$ cat src/rtl/xadc_drp_sampler_if.sv
// -----------------------------------------------------------------------------
// xadc_drp_sampler_if
// Bundles the XADC end-of-conversion side, the DRP read port and the
// raw_adc_data result of xadc_drp_sampler.
//
// Signal summary
//   eoc_in, channel_in           XADC -> sampler: conversion done + channel
//   daddr_out, den_out           sampler -> DRP: address and one-cycle enable
//   dwe_out, di_out              sampler -> DRP: write path, held at 0
//   do_in, drdy_in               DRP -> sampler: read data and its ready strobe
//   raw_adc_data, raw_adc_valid  sampler -> consumer: averaged word + strobe
//   drp_timeout_out              sampler -> monitor: read abandoned strobe
//
// Strobe semantics: every *_valid / den / drdy / eoc / timeout signal is a
// single-cycle pulse with no back-pressure. The receiver must take the
// associated data in the cycle the strobe is high; the sender never waits.
//
// Modports
//   master  the sampler itself
//   slave   the surrounding XADC/DRP/consumer environment
// -----------------------------------------------------------------------------
interface xadc_drp_sampler_if;
    logic        eoc_in;
    logic [4:0]  channel_in;
    logic [6:0]  daddr_out;
    logic        den_out;
    logic        dwe_out;
    logic [15:0] di_out;
    logic [15:0] do_in;
    logic        drdy_in;
    logic [15:0] raw_adc_data;
    logic        raw_adc_valid;
    logic        drp_timeout_out;

    modport master (
        input  eoc_in, channel_in, do_in, drdy_in,
        output daddr_out, den_out, dwe_out, di_out,
        output raw_adc_data, raw_adc_valid, drp_timeout_out
    );

    modport slave (
        output eoc_in, channel_in, do_in, drdy_in,
        input  daddr_out, den_out, dwe_out, di_out,
        input  raw_adc_data, raw_adc_valid, drp_timeout_out
    );
endinterface

$ cat src/rtl/xadc_drp_sampler.sv
// -----------------------------------------------------------------------------
// xadc_drp_sampler
// On each XADC end-of-conversion, reads the converted channel over DRP and
// averages 2**AVG_LOG2 such reads into one 16-bit raw_adc_data word, strobed
// by raw_adc_valid for one cycle. A read that gets no drdy_in within
// TIMEOUT_CYC cycles is abandoned, the partial window is discarded and
// drp_timeout_out pulses.
//
// Ports
//   clk        system clock, rising edge
//   reset      synchronous, active-high
//   bus        xadc_drp_sampler_if.master (XADC, DRP and result signals)
//   fsm_state  current FSM state (IDLE=0, REQ=1, WAIT=2, OUT=3) for debug
// -----------------------------------------------------------------------------
module xadc_drp_sampler #(
    parameter int AVG_LOG2    = 2,
    parameter int TIMEOUT_CYC = 64
) (
    input  logic                 clk,
    input  logic                 reset,
    xadc_drp_sampler_if.master   bus,
    output logic [1:0]           fsm_state
);

    localparam int AW = 16 + AVG_LOG2;             // accumulator never overflows
    localparam int CW = AVG_LOG2 + 1;              // holds 2**AVG_LOG2 itself
    localparam int TW = $clog2(TIMEOUT_CYC + 1);

    localparam logic [1:0] ST_IDLE = 2'd0;
    localparam logic [1:0] ST_REQ  = 2'd1;
    localparam logic [1:0] ST_WAIT = 2'd2;
    localparam logic [1:0] ST_OUT  = 2'd3;

    logic [1:0]    state;
    logic [AW-1:0] acc;
    logic [CW-1:0] cnt;
    logic [TW-1:0] tcnt;
    logic [6:0]    daddr;
    logic [15:0]   data;
    logic          valid;

    logic [CW-1:0] cnt_next;
    logic          window_full;
    logic          timeout_hit;

    assign cnt_next    = cnt + 1'b1;
    assign window_full = (cnt_next == CW'(2 ** AVG_LOG2));

    // tcnt is cleared in REQ, so it reads 0 in the first WAIT cycle; the
    // terminal cycle is therefore the TIMEOUT_CYC-th WAIT cycle, i.e.
    // TIMEOUT_CYC cycles after den_out. A drdy_in in that same cycle wins.
    assign timeout_hit = (state == ST_WAIT) && !bus.drdy_in &&
                         (tcnt == TW'(TIMEOUT_CYC - 1));

    always_ff @(posedge clk) begin
        if (reset) begin
            state <= ST_IDLE;
            acc   <= '0;
            cnt   <= '0;
            tcnt  <= '0;
            daddr <= '0;
            data  <= '0;
            valid <= 1'b0;
        end else begin
            valid <= 1'b0;
            case (state)
                ST_IDLE: begin
                    if (bus.eoc_in) begin
                        daddr <= {2'b00, bus.channel_in};
                        state <= ST_REQ;
                    end
                end
                ST_REQ: begin
                    tcnt  <= '0;
                    state <= ST_WAIT;
                end
                ST_WAIT: begin
                    if (bus.drdy_in) begin
                        acc   <= acc + AW'(bus.do_in);
                        cnt   <= cnt_next;
                        state <= window_full ? ST_OUT : ST_IDLE;
                    end else if (timeout_hit) begin
                        acc   <= '0;
                        cnt   <= '0;
                        state <= ST_IDLE;
                    end else begin
                        tcnt <= tcnt + 1'b1;
                    end
                end
                ST_OUT: begin
                    data  <= acc[AW-1:AVG_LOG2];
                    valid <= 1'b1;
                    acc   <= '0;
                    cnt   <= '0;
                    state <= ST_IDLE;
                end
                default: state <= ST_IDLE;
            endcase
        end
    end

    assign bus.daddr_out       = daddr;
    assign bus.den_out         = (state == ST_REQ);
    assign bus.dwe_out         = 1'b0;
    assign bus.di_out          = 16'h0000;
    assign bus.raw_adc_data    = data;
    assign bus.raw_adc_valid   = valid;
    assign bus.drp_timeout_out = timeout_hit;
    assign fsm_state           = state;

endmodule

$ cat src/flat_wrapper.sv
// flat-port wrapper written by rule: the top's interface ports become plain ports
module xadc_drp_sampler_flat 
#(
    parameter int AVG_LOG2    = 2,
    parameter int TIMEOUT_CYC = 64
)
  (clk, reset, fsm_state, bus_eoc_in, bus_channel_in, bus_do_in, bus_drdy_in, bus_daddr_out, bus_den_out, bus_dwe_out, bus_di_out, bus_raw_adc_data, bus_raw_adc_valid, bus_drp_timeout_out);
  xadc_drp_sampler_if bus_i ();
  input  logic clk;
  input  logic reset;
  output logic [1:0] fsm_state;
  input wire logic [$bits(bus_i.eoc_in)-1:0] bus_eoc_in;
  input wire logic [$bits(bus_i.channel_in)-1:0] bus_channel_in;
  input wire logic [$bits(bus_i.do_in)-1:0] bus_do_in;
  input wire logic [$bits(bus_i.drdy_in)-1:0] bus_drdy_in;
  output wire logic [$bits(bus_i.daddr_out)-1:0] bus_daddr_out;
  output wire logic [$bits(bus_i.den_out)-1:0] bus_den_out;
  output wire logic [$bits(bus_i.dwe_out)-1:0] bus_dwe_out;
  output wire logic [$bits(bus_i.di_out)-1:0] bus_di_out;
  output wire logic [$bits(bus_i.raw_adc_data)-1:0] bus_raw_adc_data;
  output wire logic [$bits(bus_i.raw_adc_valid)-1:0] bus_raw_adc_valid;
  output wire logic [$bits(bus_i.drp_timeout_out)-1:0] bus_drp_timeout_out;
  assign bus_i.eoc_in = bus_eoc_in;
  assign bus_i.channel_in = bus_channel_in;
  assign bus_i.do_in = bus_do_in;
  assign bus_i.drdy_in = bus_drdy_in;
  assign bus_daddr_out = bus_i.daddr_out;
  assign bus_den_out = bus_i.den_out;
  assign bus_dwe_out = bus_i.dwe_out;
  assign bus_di_out = bus_i.di_out;
  assign bus_raw_adc_data = bus_i.raw_adc_data;
  assign bus_raw_adc_valid = bus_i.raw_adc_valid;
  assign bus_drp_timeout_out = bus_i.drp_timeout_out;
  xadc_drp_sampler #(.AVG_LOG2(AVG_LOG2), .TIMEOUT_CYC(TIMEOUT_CYC)) u_core (.clk(clk), .reset(reset), .bus(bus_i), .fsm_state(fsm_state));
endmodule
$ cat config.mk
export PLATFORM = sky130hd
export DESIGN_NAME = xadc_drp_sampler_flat
export DESIGN_NICKNAME = d
export VERILOG_FILES = /design/src/rtl/xadc_drp_sampler_if.sv /design/src/rtl/xadc_drp_sampler.sv /design/src/flat_wrapper.sv
export SDC_FILE = /design/constraint.sdc
export NUM_CORES = 1
export LEC_CHECK = 0
export CAP_MARGIN = 20
export CORE_UTILIZATION = 39
export CTS_BUF_LIST = sky130_fd_sc_hd__clkbuf_4
export DETAILED_ROUTE_END_ITERATION = 7
export MAX_ROUTING_LAYER = met4
export SYNTH_ARGS = -nofsm -noshare
export SYNTH_HDL_FRONTEND = slang
export SYNTH_SLANG_ARGS = --single-unit
export TNS_END_PERCENT = 20
$ cat constraint.sdc
create_clock -name clk -period 3.3 [get_ports clk]
set_clock_uncertainty 0.15 [all_clocks]
set_input_delay 0.66 -clock clk [delete_from_list [all_inputs] [get_ports clk]]
set_output_delay 0.66 -clock clk [all_outputs]
set_load 0.005 [all_outputs]
==> results of run 1 <==
how the worst min path moves through the flow:
stage | endpoint | start | depth (start not counted) | slack [ns]
3_5_place_dp | u_core.bus.raw_adc_data[6] | u_core.bus.raw_adc_data[6] | 2 | 0.30
5_1_grt | u_core.bus.raw_adc_data[8] | u_core.bus.raw_adc_data[8] | 2 | 0.34
2_1_floorplan | u_core.acc[0] | u_core.acc[0] | 2 | 0.29
4_1_cts | u_core.bus.raw_adc_data[6] | u_core.bus.raw_adc_data[6] | 2 | 0.32
3_3_place_gp | u_core.bus.raw_adc_data[6] | u_core.bus.raw_adc_data[6] | 2 | 0.29
6_report | u_core.bus.raw_adc_data[6] | u_core.bus.raw_adc_data[6] | 2 | 0.31
area by class of cell:
cell class              count  area [um^2]  area share (%)
multi-input cells         298         1762           48.34
flip-flops and latches     52         1041           28.56
repair buffers             60        575.6           15.79
well taps                  99        123.9           3.399
clock inverters             2        60.06           1.648
inverters                  12        45.04           1.236
clock buffers               5        37.54           1.030
per-stage QoR:
step                util [%]  area [um^2]  hold slack (ns)  cells  total power, W
floorplan                  -         3065           0.2856    398       0.0007889
finish                 49.72         3645           0.3131    528        0.001269
global route           49.72         3645           0.3350    528        0.001325
global placement       48.39         3547           0.2939    521       0.0008414
detailed placement     48.39         3547           0.2978    521       0.0008427
CTS                    49.72         3645           0.3176    528        0.001281
sequential cells by signal, summed over array words and instances (netlist names):
register / flops
u_core.acc: 18
u_core.bus.daddr_out: 5
u_core.bus.raw_adc_data: 16
u_core.bus.raw_adc_valid: 1
u_core.cnt: 3
u_core.fsm_state: 2
u_core.tcnt: 7
cell usage in the layout, fill, tap and decap left out, types with 2 or more instances in the layout:
cell type,instances
sky130_fd_sc_hd__a211oi_1,4
sky130_fd_sc_hd__a21o_1,5
sky130_fd_sc_hd__a21oi_1,40
sky130_fd_sc_hd__a22oi_1,5
sky130_fd_sc_hd__a31oi_1,2
sky130_fd_sc_hd__and2_1,2
sky130_fd_sc_hd__and3_1,4
sky130_fd_sc_hd__buf_4,10
sky130_fd_sc_hd__bufinv_16,2
sky130_fd_sc_hd__clkbuf_4,5
sky130_fd_sc_hd__clkdlybuf4s50_1,50
sky130_fd_sc_hd__conb_1,19
sky130_fd_sc_hd__dfxtp_1,52
sky130_fd_sc_hd__ha_1,19
sky130_fd_sc_hd__inv_1,12
sky130_fd_sc_hd__mux2i_1,6
sky130_fd_sc_hd__nand2_1,67
sky130_fd_sc_hd__nand2b_1,3
sky130_fd_sc_hd__nand3_1,8
sky130_fd_sc_hd__nand4_1,5
sky130_fd_sc_hd__nor2_1,33
sky130_fd_sc_hd__nor2b_1,3
sky130_fd_sc_hd__nor3_1,7
sky130_fd_sc_hd__nor4_1,3
sky130_fd_sc_hd__o211ai_1,5
sky130_fd_sc_hd__o21a_1,3
sky130_fd_sc_hd__o21ai_0,17
sky130_fd_sc_hd__o31a_1,2
sky130_fd_sc_hd__or3_1,4
sky130_fd_sc_hd__or4_1,2
sky130_fd_sc_hd__xnor2_1,7
sky130_fd_sc_hd__xor2_1,2
cell families after synthesis:
kind of cell,Yosys count
and+or+nand+nor,146
AOI/OAI and AO/OA,98
DFF,52
buffers and inverters,48
adders and majority gates,20
xor gates and xnor gates,9
muxes,6
other,1
worst register-to-register path: cells and delay by family, from the launching register on:
kind / cells / cell delay [ns]
AO/OA/AOI/OAI: 3 / 0.81
flip-flops: 1 / 0.36
buffers and inverters: 1 / 0.06
adder cells (fa/ha/maj): 2 / 0.53
AND/OR/NAND/NOR: 2 / 0.30
multiplexers: 1 / 0.24
where the power goes:
part           switching [W]  internal (W)  total [W]
Sequential         0.0000152      0.000640   0.000655
Combinational      0.0000926     0.0000834   0.000176
Clock               0.000206      0.000232   0.000438
layer usage:
| layer | routed length, um | part of all wire, % | global-route usage (%) | vias to the layer above |
|---|---|---|---|---|
| li1 | - | - | - | 1396 |
| met1 | 3568 | 49 | 27.76 | 1236 |
| met2 | 3165 | 43 | 29.41 | 101 |
| met3 | 474 | 6.5 | 3.748 | 9 |
| met4 | 85 | 1.2 | 5.772 | 0 |
| met5 | 0 | 0 | - | - |
==> reports/metrics.json, run 1 <==
{
  "syn_area_cell_um2": 7.889,
  "netlist_top_cells_area": "sky130_fd_sc_hd__dfxtp_1 (35%), sky130_fd_sc_hd__nand2_1 (8.4%), sky130_fd_sc_hd__ha_1 (7.9%)",
  "critPathMaxStageDelay_ns": 0.50,
  "avgViaCountPerCell": 5.193,
  "insertedDiodeCount": 0,
  "grt-ovfl-total": 0,
  "post_synth_fa_ha_maj_area_fraction_pct": 8.598,
  "grt_antenna_before_repair": 0,
  "outcome": "completed",
  "detail_route.iter0.violations": 147,
  "synth_top_area_share_pct": 34.72,
  "vdd.ir_drop.worst_uv": 164.7,
  "ys.flop_type": "sky130_fd_sc_hd__dfxtp_1",
  "synth_compound_area_share_pct": 21.20,
  "path_type_of_the_worst_setup_path": "register to output pin",
  "startpoint_of_the_lowest_slack_register_to_register_path": "u_core.acc[0]",
  "cts.htree.levels": 2,
  "dpl_worst_slack_ns": -0.01314,
  "maxcap_violations": 0,
  "path_clk_slew_ns": 0.15,
  "grt_max_degree": 24,
  "ctsHoldBuffers": 0,
  "gr-usage-all-layers_pct": 19.97,
  "worst_hold_path_type": "register to register",
  "yosysWarnings": 0,
  "start_util_pct": 40.89,
  "port_buffers": 50,
  "period_needed_ns": 2.955,
  "fmax_mhz": 338.4,
  "vert_die_dim_um": 89.68,
  "synth_top_area_cell": "sky130_fd_sc_hd__dfxtp_1",
  "largest_family_of_logic_cells_by_synthesized_area": "simple AND/OR/NAND/NOR gates",
  "yosysSeqAreaShare_pct": 34.72,
  "grt_pass1_wl_mm": 11.91,
  "design.core.area_um2": 7331,
  "insertion_delay_ns": 0.37,
  "drc_violations_left": 0,
  "worstMarginPinSlew_ns": 0.6350,
  "crit_arrival_ns": 2.15,
  "ctsRootBufferMaster": "sky130_fd_sc_hd__clkbuf_4",
  "simple_gate_share_of_the_synthesized_area_pct": 21.95,
  "post_cts_resize_count": 0,
  "synthesized_area_um2": 2998,
  "syn-instance-count": 380,
  "ant_nets": 0,
  "synth-edff-count": 0,
  "dp_hpwl_mm": 5.390,
  "timing.reg2reg.worst_path_depth": 9,
  "drt-pass1-iter-count": 4,
  "timing.critical_path.from_type": "register",
  "cp_num_cells": 5,
  "setup_violations": 0,
  "layout.nets": 474,
  "row_count": 31,
  "slew_violations": 0,
  "filler_cells": 727,
  "setup_ws_ns": 0.3448,
  "setup.reg_to_reg.worst_slack_ns": 0.76,
  "cts_tree": "built",
  "io_pins": 70,
  "post_synth_num_cell_types": 54,
  "timing.final.hold_violations": 0,
  "cell_chain_of_the_critical_path": "ha_1 > nand2_1 > nor3_1 > and3_1 > clkdlybuf4s50_1",
  "crit_family": "simple AND/OR/NAND/NOR gates",
  "wl_per_cell_um": 13.81,
  "post-route-period-util_pct": 89.55,
  "critical_path.slowest_cell": "sky130_fd_sc_hd__clkdlybuf4s50_1",
  "synth.ff_latch_count": 52,
  "cts_inserted_buffers": 5,
  "power-per-cell-area_nw_per_um2": 348.2,
  "cp.buffers_inverters": 1,
  "synthArstFlopShare_pct": 0,
  "drive_gt1_share_pct": 5.361,
  "vias": 2742,
  "wp_data_required_ns": 2.49,
  "yosys-mux-area-fraction_pct": 2.003,
  "end_kind": "output pin",
  "worstSetupEndpoint": "bus_drp_timeout_out",
  "flow.area_growth_from_synthesis_pct": 21.58,
  "rr_endpoint": "u_core.acc[14]",
  "post_cts.repair.setup_buffers": 0,
  "library_cell_with_the_highest_instance_count_after_synthesis": "sky130_fd_sc_hd__nand2_1",
  "timing.setup.tns_ns": 0,
  "leakagePower_nw": 1.429,
  "max_slew_margin_pct": 57.67,
  "source_of_the_critical_timing_path": "u_core.tcnt[0]",
  "design.die.area_um2": 8042,
  "clockBufferDepth": 2,
  "post_synth_xor_area_fraction_pct": 2.629,
  "rsz0062_at_grt": "false",
  "die-width_um": 89.68,
  "timing.critical_path.fanout_max": 6,
  "grt_pass1_vias": 2496,
  "gp_congestion": 0.8260,
  "yosys-top-cells-count": "sky130_fd_sc_hd__nand2_1 (67), sky130_fd_sc_hd__dfxtp_1 (52), sky130_fd_sc_hd__a21oi_1 (40), sky130_fd_sc_hd__nor2_1 (33)",
  "route.final.wire_length_mm": 7.293,
  "count_of_clock_tree_sinks": 52
}
No activity file was read; power rests on OpenSTA's default activity.
==> run 2, diff against run 1 <==
Settings changed: GPL_TIMING_DRIVEN set to 1, RECOVER_POWER set to 50.
==> reports/metrics.json, run 2 (synthesized netlist as in run 1, its figures left out) <==
{
  "post_cts_resize_count": {"value": 0, "change": "unchanged"},
  "design.core.area": {"value": 7331, "unit": "um^2", "change": "unchanged"},
  "setup_violations": {"value": 0, "change": "unchanged"},
  "max_slew_margin": {"value": 40.11, "unit": "%", "change": "was 57.67%"},
  "cts_inserted_buffers": {"value": 5, "change": "unchanged"},
  "wl_per_cell": {"value": 13.84, "unit": "um", "change": "was 13.81 um"},
  "power": {"value": 0.001269, "unit": "W", "change": "about the same"},
  "vias": {"value": 2725, "change": "was 2742"},
  "vert_die_dim": {"value": 89.68, "unit": "um", "change": "unchanged"},
  "flow.area_growth_from_synthesis": {"value": 20.87, "unit": "%", "change": "was 21.58%"},
  "regMostFlops": {"value": "u_core.acc", "change": "unchanged"},
  "timing.setup.tns": {"value": 0, "unit": "ns", "change": "unchanged"},
  "layout.cells.most_common_list": {"value": "sky130_fd_sc_hd__nand2_1 (67), sky130_fd_sc_hd__dfxtp_1 (52), sky130_fd_sc_hd__a21oi_1 (40), sky130_fd_sc_hd__clkdlybuf4s50_1 (38), sky130_fd_sc_hd__nor2_1 (33)", "change": "was sky130_fd_sc_hd__nand2_1 (67), sky130_fd_sc_hd__dfxtp_1 (52), sky130_fd_sc_hd__clkdlybuf4s50_1 (50), sky130_fd_sc_hd__a21oi_1 (40), sky130_fd_sc_hd__nor2_1 (33)"},
  "power.clock.fraction": {"value": 34.8, "unit": "%", "change": "was 34.5%"},
  "share_comb_of_total_power": {"value": 13.6, "unit": "%", "change": "was 13.9%"},
  "hp-start": {"value": "u_core.bus.raw_adc_data[6]", "change": "unchanged"},
  "wp_data_required": {"value": 2.49, "unit": "ns", "change": "about the same"},
  "timing.critical_path.fanout_max": {"value": 2, "change": "was 6"},
  "power-per-cell-area": {"value": 350.2, "unit": "nW/um^2", "change": "was 348.2 nW/um^2"},
  "port_buffers": {"value": 50, "change": "unchanged"},
  "critical_path.slowest_cell": {"value": "sky130_fd_sc_hd__dlygate4sd3_1", "change": "was sky130_fd_sc_hd__clkdlybuf4s50_1"},
  "outcome": {"value": "completed", "change": "unchanged"},
  "place.detailed.instances": {"value": 521, "change": "unchanged"},
  "worst_hold_path.endpoint": {"value": "u_core.bus.raw_adc_data[6]", "change": "unchanged"},
  "gp_congestion": {"value": 0.8260, "change": "unchanged"},
  "maxcap_violations": {"value": 0, "change": "unchanged"},
  "row_count": {"value": 31, "change": "unchanged"},
  "count_of_clock_tree_sinks": {"value": 52, "change": "unchanged"},
  "grt_antenna_before_repair": {"value": 0, "change": "unchanged"},
  "timing.final.hold_violations": {"value": 0, "change": "unchanged"},
  "cell_chain_of_the_critical_path": {"value": "dlygate4sd3_1 > nor3_1 > and3_1 > clkdlybuf4s50_1", "change": "was ha_1 > nand2_1 > nor3_1 > and3_1 > clkdlybuf4s50_1"},
  "p_int": {"value": 0.0009524, "unit": "W", "change": "was 0.0009552 W"},
  "grt_pass1_wl": {"value": 11.91, "unit": "mm", "change": "unchanged"},
  "ant_nets": {"value": 0, "change": "unchanged"},
  "leakagePower": {"value": 1.452, "unit": "nW", "change": "was 1.429 nW"},
  "avgViaCountPerCell": {"value": 5.161, "change": "was 5.193"},
  "cp.buffers_inverters": {"value": 2, "change": "was 1"},
  "vdd.ir_drop.worst": {"value": 164.6, "unit": "uV", "change": "was 164.7 uV"},
  "end_kind": {"value": "output pin", "change": "unchanged"},
  "worstMarginPinSlew": {"value": 0.8984, "unit": "ns", "change": "was 0.6350 ns"},
  "leading_cell_type_in_the_layout_fill_and_taps_excluded": {"value": "sky130_fd_sc_hd__nand2_1", "change": "unchanged"},
  "start_util": {"value": 40.89, "unit": "%", "change": "unchanged"},
  "grt-ovfl-total": {"value": 0, "change": "unchanged"},
  "post_cts.repair.setup_buffers": {"value": 0, "change": "unchanged"},
  "post_layout_nonfiller_instances": {"value": 528, "change": "unchanged"},
  "finalInstanceArea": {"value": 3623, "unit": "um^2", "change": "was 3645 um^2"},
  "power.share.switching": {"value": 24.95, "unit": "%", "change": "was 24.73%"},
  "design.die.area": {"value": 8042, "unit": "um^2", "change": "unchanged"},
  "gr-usage-all-layers": {"value": 19.97, "unit": "%", "change": "unchanged"},
  "detail_route.iter0.violations": {"value": 182, "change": "was 147"},
  "clockBufferDepth": {"value": 2, "change": "unchanged"},
  "route.final.wire_length": {"value": 7.309, "unit": "mm", "change": "was 7.293 mm"},
  "rr_endpoint": {"value": "u_core.acc[15]", "change": "was u_core.acc[14]"},
  "io_pins": {"value": 70, "change": "unchanged"},
  "critPathMaxStageDelay": {"value": 0.57, "unit": "ns", "change": "was 0.50 ns"},
  "fmax": {"value": 329.2, "unit": "MHz", "change": "was 338.4 MHz"},
  "drt-pass1-iter-count": {"value": 4, "change": "unchanged"},
  "layout.nets": {"value": 474, "change": "unchanged"},
  "crit_arrival": {"value": 2.23, "unit": "ns", "change": "was 2.15 ns"},
  "die-width": {"value": 89.68, "unit": "um", "change": "unchanged"},
  "path_clk_slew": {"value": 0.15, "unit": "ns", "change": "about the same"},
  "cts_tree": {"value": "built", "change": "unchanged"},
  "insertion_delay": {"value": 0.38, "unit": "ns", "change": "was 0.37 ns"},
  "period_needed": {"value": 3.038, "unit": "ns", "change": "was 2.955 ns"},
  "hold-path-cell-count": {"value": 2, "change": "unchanged"},
  "timing.critical_path.from_type": {"value": "primary input", "change": "was register"},
  "startpoint_of_the_lowest_slack_register_to_register_path": {"value": "u_core.tcnt[0]", "change": "was u_core.acc[0]"},
  "setup.reg_to_reg.worst_slack": {"value": 0.70, "unit": "ns", "change": "was 0.76 ns"},
  "dp_hpwl": {"value": 5.390, "unit": "mm", "change": "unchanged"},
  "largest_register_ff_count": {"value": 18, "change": "unchanged"},
  "post-route-period-util": {"value": 92.05, "unit": "%", "change": "was 89.55%"},
  "insertedDiodeCount": {"value": 0, "change": "unchanged"},
  "drive_gt1_share": {"value": 4.662, "unit": "%", "change": "was 5.361%"},
  "rsz0062_at_grt": {"value": "false", "change": "unchanged"},
  "placedInstanceArea": {"value": 3547, "unit": "um^2", "change": "unchanged"},
  "drc_violations_left": {"value": 0, "change": "unchanged"},
  "crit_family": {"value": "buffers and inverters", "change": "was simple AND/OR/NAND/NOR gates"},
  "path_type_of_the_worst_setup_path": {"value": "primary input to output pin", "change": "was register to output pin"},
  "timing.reg2reg.worst_path_depth": {"value": 7, "change": "was 9"},
  "switching_power": {"value": 0.0003165, "unit": "W", "change": "was 0.0003139 W"},
  "grt_pass1_vias": {"value": 2496, "change": "unchanged"},
  "slew_violations": {"value": 0, "change": "unchanged"},
  "ctsHoldBuffers": {"value": 0, "change": "unchanged"},
  "ctsRootBufferMaster": {"value": "sky130_fd_sc_hd__clkbuf_4", "change": "unchanged"},
  "grt_max_degree": {"value": 24, "change": "unchanged"},
  "worst_hold_path_type": {"value": "register to register", "change": "unchanged"},
  "filler_cells": {"value": 729, "change": "was 727"},
  "p_seq_share": {"value": 51.6, "unit": "%", "change": "about the same"},
  "cts.htree.levels": {"value": 2, "change": "unchanged"}
}
## run 2: cell types whose count changed in the layout (fill, tap and decap cells not counted)
cell	before	now
sky130_fd_sc_hd__clkbuf_1	0	2
sky130_fd_sc_hd__and2_0	0	2
sky130_fd_sc_hd__o31ai_4	1	0
sky130_fd_sc_hd__dlygate4sd3_1	0	12
sky130_fd_sc_hd__and2_1	2	0
sky130_fd_sc_hd__buf_4	10	8
sky130_fd_sc_hd__o31ai_1	0	1
sky130_fd_sc_hd__clkdlybuf4s50_1	50	38
## run 2: power groups by stage
stage                     registers (W)  logic [W]  clock network, W
final                          0.000655   0.000173          0.000441
after global routing           0.000658   0.000195          0.000469
after CTS                      0.000655   0.000176          0.000450
after detailed placement       0.000668   0.000175                 0
after global placement         0.000668   0.000174                 0
after floorplan                0.000661   0.000128                 0
## run 2: tightest hold or removal path, stage by stage, from the launching register on
cell	delay (ns)
sky130_fd_sc_hd__dfxtp_1	0.33
sky130_fd_sc_hd__nand2_1	0.05
sky130_fd_sc_hd__a21oi_1	0.05
## run 2: area by class of cell
cell class / count / area, um^2 / share of cell area [%]
multi-input cells: 298 / 1748 / 48.24
well taps: 99 / 123.9 / 3.419
repair buffers: 60 / 568.0 / 15.68
inverters: 12 / 45.04 / 1.243
flip-flops and latches: 52 / 1041 / 28.73
clock inverters: 2 / 60.06 / 1.657
clock buffers: 5 / 37.54 / 1.036
## run 2: stage by stage
step / setup slack, ns / hold slack, ns / utilization [%]
after detailed placement: -0.01314 / 0.2978 / 48.39
after CTS: 0.3627 / 0.3176 / 49.72
final: 0.2622 / 0.3097 / 49.43
after floorplan: 0.5581 / 0.2856 / -
after global routing: 0.2116 / 0.3350 / 49.43
after global placement: 0.02964 / 0.2939 / 48.39
## run 2: worst max path at each step
stage / end / from / slack (ns) / cells after the start
after floorplan: u_core.acc[14] / bus_do_in[0] / 0.56 / 9
after global placement: u_core.acc[14] / bus_do_in[0] / 0.03 / 10
after detailed placement: u_core.acc[14] / bus_do_in[0] / -0.01 / 10
after CTS: bus_drp_timeout_out / u_core.tcnt[0] / 0.36 / 5
after global routing: bus_drp_timeout_out / bus_drdy_in / 0.21 / 4
final: bus_drp_timeout_out / bus_drdy_in / 0.26 / 4
## run 2: metal layers
layer / vias up / global-route usage (%) / share of wire [%]
li1: 1388 / - / -
met1: 1238 / 27.76 / 49
met2: 90 / 29.41 / 43
met3: 9 / 3.748 / 6.8
met4: 0 / 5.772 / 1.2
met5: - / - / 0
